===== src/rtl/pipe_pkg.sv =====
// Shared types and default widths for the parametrised inter-stage pipeline register.
// The debug sideband width is only consumed when PIPE_STAGE_DEBUG_EN is defined.
package pipe_pkg;

    typedef enum logic [1:0] {
        EMPTY = 2'd0,
        FULL  = 2'd1,
        SKID  = 2'd2
    } pipe_state_e;

    // Packed field widths of the classic stage boundaries
    localparam int IF_ID_W   = 64;
    localparam int ID_EX_W   = 160;
    localparam int EX_MEM_W  = 105;
    localparam int MEM_WB_W  = 71;

    localparam int DBG_W_DEF = 64;

endpackage


===== src/rtl/pipe_slot.sv =====
// Width-parametrised storage register with load, per-bit synchronous clear and async reset.
// A load takes precedence over the clear mask; the caller never asserts both together.
module pipe_slot #(
    parameter int W = 8
) (
    input  logic         i_clk,
    input  logic         i_rst,
    input  logic         i_load,
    input  logic [W-1:0] i_clr_mask,
    input  logic [W-1:0] i_d,
    output logic [W-1:0] o_q
);

    logic [W-1:0] q_q;
    logic [W-1:0] q_d;

    always_comb begin
        q_d = q_q & ~i_clr_mask;
        if (i_load) begin
            q_d = i_d;
        end
    end

    always_ff @(posedge i_clk or posedge i_rst) begin
        if (i_rst) begin
            q_q <= '0;
        end else begin
            q_q <= q_d;
        end
    end

    assign o_q = q_q;

endmodule


===== src/rtl/pipe_stage_reg.sv =====
// Valid/ready pipeline register with a 2-entry skid buffer and synchronous flush.
// Optional debug sideband travelling with the payload: define PIPE_STAGE_DEBUG_EN.
//   state | meaning
//   EMPTY | no payload held, o_valid = 0
//   FULL  | main holds the output word
//   SKID  | main and skid both hold words, o_ready = 0
module pipe_stage_reg
    import pipe_pkg::*;
#(
    parameter int DATA_W        = ID_EX_W,
    parameter bit CLEAR_PAYLOAD = 1'b1
`ifdef PIPE_STAGE_DEBUG_EN
    ,
    parameter int DBG_W         = DBG_W_DEF
`endif
) (
    input  logic              i_clk,
    input  logic              i_rst,
    input  logic              i_flush,
    input  logic              i_valid,
    output logic              o_ready,
    input  logic [DATA_W-1:0] i_data,
    output logic              o_valid,
    input  logic              i_ready,
    output logic [DATA_W-1:0] o_data
`ifdef PIPE_STAGE_DEBUG_EN
    ,
    input  logic [DBG_W-1:0]  i_dbg,
    output logic [DBG_W-1:0]  o_dbg
`endif
);

`ifdef PIPE_STAGE_DEBUG_EN
    localparam int SLOT_W = DATA_W + DBG_W;
    // Sideband is always wiped on flush; payload only when CLEAR_PAYLOAD is set
    localparam logic [SLOT_W-1:0] FLUSH_MASK = {{DBG_W{1'b1}}, {DATA_W{CLEAR_PAYLOAD}}};
`else
    localparam int SLOT_W = DATA_W;
    localparam logic [SLOT_W-1:0] FLUSH_MASK = {DATA_W{CLEAR_PAYLOAD}};
`endif

    pipe_state_e state_q;
    pipe_state_e state_d;

    logic              in_fire;
    logic              out_fire;
    logic              main_load;
    logic              skid_load;
    logic              main_from_skid;
    logic [SLOT_W-1:0] in_word;
    logic [SLOT_W-1:0] main_in;
    logic [SLOT_W-1:0] main_q;
    logic [SLOT_W-1:0] skid_q;
    logic [SLOT_W-1:0] clr_mask;

`ifdef PIPE_STAGE_DEBUG_EN
    assign in_word = {i_dbg, i_data};
`else
    assign in_word = i_data;
`endif

    assign o_valid  = (state_q != EMPTY);
    assign o_ready  = (state_q != SKID);
    assign in_fire  = i_valid & o_ready;
    assign out_fire = o_valid & i_ready;

    always_comb begin
        state_d        = state_q;
        main_load      = 1'b0;
        skid_load      = 1'b0;
        main_from_skid = 1'b0;
        if (i_flush) begin
            state_d = EMPTY;
        end else begin
            case (state_q)
                EMPTY: begin
                    if (in_fire) begin
                        state_d   = FULL;
                        main_load = 1'b1;
                    end
                end
                FULL: begin
                    if (in_fire && out_fire) begin
                        main_load = 1'b1;
                    end else if (in_fire) begin
                        state_d   = SKID;
                        skid_load = 1'b1;
                    end else if (out_fire) begin
                        state_d = EMPTY;
                    end
                end
                SKID: begin
                    if (out_fire) begin
                        state_d        = FULL;
                        main_load      = 1'b1;
                        main_from_skid = 1'b1;
                    end
                end
                default: begin
                    state_d = EMPTY;
                end
            endcase
        end
    end

    always_ff @(posedge i_clk or posedge i_rst) begin
        if (i_rst) begin
            state_q <= EMPTY;
        end else begin
            state_q <= state_d;
        end
    end

    assign clr_mask = i_flush ? FLUSH_MASK : '0;
    assign main_in  = main_from_skid ? skid_q : in_word;

    pipe_slot #(.W(SLOT_W)) u_main (
        .i_clk      (i_clk),
        .i_rst      (i_rst),
        .i_load     (main_load),
        .i_clr_mask (clr_mask),
        .i_d        (main_in),
        .o_q        (main_q)
    );

    pipe_slot #(.W(SLOT_W)) u_skid (
        .i_clk      (i_clk),
        .i_rst      (i_rst),
        .i_load     (skid_load),
        .i_clr_mask (clr_mask),
        .i_d        (in_word),
        .o_q        (skid_q)
    );

    assign o_data = main_q[DATA_W-1:0];
`ifdef PIPE_STAGE_DEBUG_EN
    assign o_dbg  = main_q[SLOT_W-1:DATA_W];
`endif

endmodule


===== config.mk =====
export PLATFORM = sky130hd
export DESIGN_NAME = pipe_stage_reg
export DESIGN_NICKNAME = d
export VERILOG_FILES = /design/src/rtl/pipe_pkg.sv /design/src/rtl/pipe_slot.sv /design/src/rtl/pipe_stage_reg.sv
export SDC_FILE = /design/constraint.sdc
export NUM_CORES = 1
export LEC_CHECK = 0
export BUFFER_PORTS_ARGS = -buffer_cell sky130_fd_sc_hd__buf_2
export CORE_ASPECT_RATIO = 0.5
export CORE_MARGIN = 2
export CORE_UTILIZATION = 45
export CTS_CLUSTER_SIZE = 40
export DETAILED_ROUTE_END_ITERATION = 6
export GPL_TIMING_DRIVEN = 0
export PLACE_DENSITY = 0.68
export SLEW_MARGIN = 20
export SYNTH_ARGS = -nofsm -noshare
export SYNTH_HDL_FRONTEND = slang
export SYNTH_HIERARCHICAL = 1
export SYNTH_SLANG_ARGS = --single-unit
export TNS_END_PERCENT = 30

===== constraint.sdc =====
create_clock -name i_clk -period 7.2 [get_ports i_clk]
set_input_delay 1.08 -clock i_clk [delete_from_list [all_inputs] [get_ports i_clk]]
set_output_delay 1.08 -clock i_clk [all_outputs]
set_load 0.005 [all_outputs]

==> reports/results.ini <==
[hold_path]
worstHoldPathType = input pin to async pin

[setup_path]
reg2reg_depth = 7
crit_required_ns = 7.63
cpPeakStageDelay_ns = 0.66
critPathTopFamily = buffers and inverters
crit_path_end_kind = flop
crit_cells = 8
arrival_ns = 3.31
path_class = input pin to flop
rrSetupSlack_ns = 4.76
start_kind = input pin
crit_path_cell_trace = buf_8 -> buf_16 -> nor3b_2 -> buf_4 -> buf_6 -> mux2_1 -> nand2_1 -> o21ai_1
slowest_stage = nor3b_2
path_buf_inv = 4
worstPathMaxFanout = 105
rr_endpoint = u_main/o_q[99]
crit_start = i_flush
worstReg2RegStart = state_q[0]
endpoint = u_main/o_q[99]

[synth]
synth_fp_nets = 1710
yosysWarnings = 6
seq_area_frac_synth_pct = 52.1
synth_top_area_share_pct = 52.1
synth.distinct_cells = 21
ys_seq_elements = 322
synth_top_cell_by_area = dfrtp_1
synth_area_um2 = 15500
synthTopCellsByArea = dfrtp_1 (52%), nand2b_1 (13%), o21ai_1 (9.8%)
syn_avg_cell_area_um2 = 10.0
syn-instance-count = 1545

[grt]
grt_max_degree = 106
grt_pass1_vias = 12100
use_met1_pct = 31.2
overflow = 0
grtUsageMet3_pct = 2.90
antenna_found_initial = 10
grt_pass1_wl_um = 66900
track_usage_pct = 23.3
use_met2_pct = 39.9
top_usage_layer = met2

[placement]
place_area_um2 = 17800
hpwl_um = 28500
port_buffers = 326
place_ws_ns = 3.76
place_congestion = 0.810

[clocking]
cts_buffers = 31
clk_latency_ns = 0.57
cts_hold_buf = 0
clock-root-buffer = clkbuf_16
clk_pin_slew_ns = 0.06
cts_max_level = 1
cts_tree = done
clock_path_buffers = 3
cts.sinks = 322
postCtsSetupBuffers = 0
cts-resized-gates = 0

[sta]
rsz0062_at_grt = no
fin_worst_skew_ns = 0.00918
relSlewSlack_pct = 52.8
period_needed_ns = 2.88
period_share_pct = 40.0
max_clock_freq_mhz = 347
finalHoldViolations = 0
setup_tns_ns = 0
finalSetupViolations = 0
tightest_slew_ns = 0.705
hold-worst-slack_ns = 0.469
final_max_slew_viol_count = 0
timing.final.ws_setup_ns = 4.32

[drt]
drt_first_pass_iters = 5
antenna_left = 0
drc = 0
wl_per_cell_um = 17.8
avgViaCountPerCell = 5.02
drt-total-wl_um = 42300
drt_iter0_markers = 805
num_vias = 12000

[run_status]
status = finished clean

[cells_and_area]
fin_area_um2 = 19000
area_growth_pct = 22.7
nFillCells = 2978
final_common_cell = buf_2
final_util_pct = 56.7
fin_nets = 2074
final_cell_mix = buf_2 (357), nand2b_1 (322), nand2_1 (322), dfrtp_1 (322), o21ai_1 (304)
drive_above_1_share_pct = 27.6

[power_and_ir_drop]
vdd_drop_max_mv = 0.159
power_density_nw_per_um2 = 224
power.leakage_nw = 8.72

[die]
row_count = 47
design.die.area_um2 = 36000
ioPinCount = 327
die_w_um = 266
fp.dieH_um = 135
initial_core_util_pct = 46.2
core_area_um2 = 33500

[job]
drv_cap = 0

[sequential cells by signal, summed over array words and instances (netlist names)]
signal / cells
state_q: 2
u_skid/o_q: 160
u_main/o_q: 160
[metrics by stage]
stage / instances / total power, mW
after detailed placement: 2317 / 2.46
after global placement: 2312 / 2.45
after global routing: 2384 / 4.43
after CTS: 2374 / 4.30
final: 2384 / 4.26
after floorplan: 1545 / 2.21
[synthesized netlist by cell type]
master / number
a211oi_1: 1
a21oi_1: 1
a31oi_1: 1
buf_2: 32
buf_4: 7
buf_6: 42
clkbuf_1: 6
dfrtp_1: 322
inv_1: 3
mux2_1: 100
mux2_2: 60
nand2_1: 322
nand2b_1: 322
nand3b_1: 1
nor2b_1: 1
nor3b_1: 1
nor3b_2: 1
o21ai_0: 16
o21ai_1: 304
or2_2: 1
or3_1: 1
[report_power, final]
group	leakage [nW]	total [mW]	switching [mW]	internal, mW
Sequential	4.37	1.95	0.0495	1.90
Combinational	3.78	0.472	0.262	0.210
Clock	0.564	1.83	0.740	1.09
[worst min-delay path by stage]
stage | start | end | cells after the start
after CTS | i_rst | state_q[1] | 2
after floorplan | u_skid/o_q[10] | u_skid/o_q[10] | 2
after detailed placement | u_main/o_q[69] | u_main/o_q[69] | 2
after global placement | u_skid/o_q[128] | u_skid/o_q[128] | 2
final | i_rst | state_q[1] | 2
after global routing | i_rst | state_q[1] | 2
[cell families (layout without fill, tap and decap cells)]
logic type      Yosys count  after routing  synth area share, %
simple gates            650            650                 21.1
flops                   322            322                 52.1
buf+inv                  90            478                 4.65
compound gates          323            323                 10.5
other cells               0             10                    0
mux                     160            160                 11.6
[routing by layer]
layer  part of all wire (%)  up-vias
met5                      0        -
met1                     44     5869
met4                    2.5        0
li1                       -     5866
met3                    2.5       60
met2                     51      166
[area by class of cell]
class | count | area [um2] | area share [%]
sequential | 322 | 8060 | 42.4
tap | 441 | 552 | 2.91
buffer | 87 | 708 | 3.73
antenna | 10 | 25.0 | 0.132
multi-input combinational | 1133 | 6690 | 35.2
inverter | 3 | 26.3 | 0.138
timing repair buffer | 331 | 1780 | 9.37
clock inverter | 17 | 246 | 1.30
clock buffer | 40 | 900 | 4.74
(Power assumes the default switching activity.)
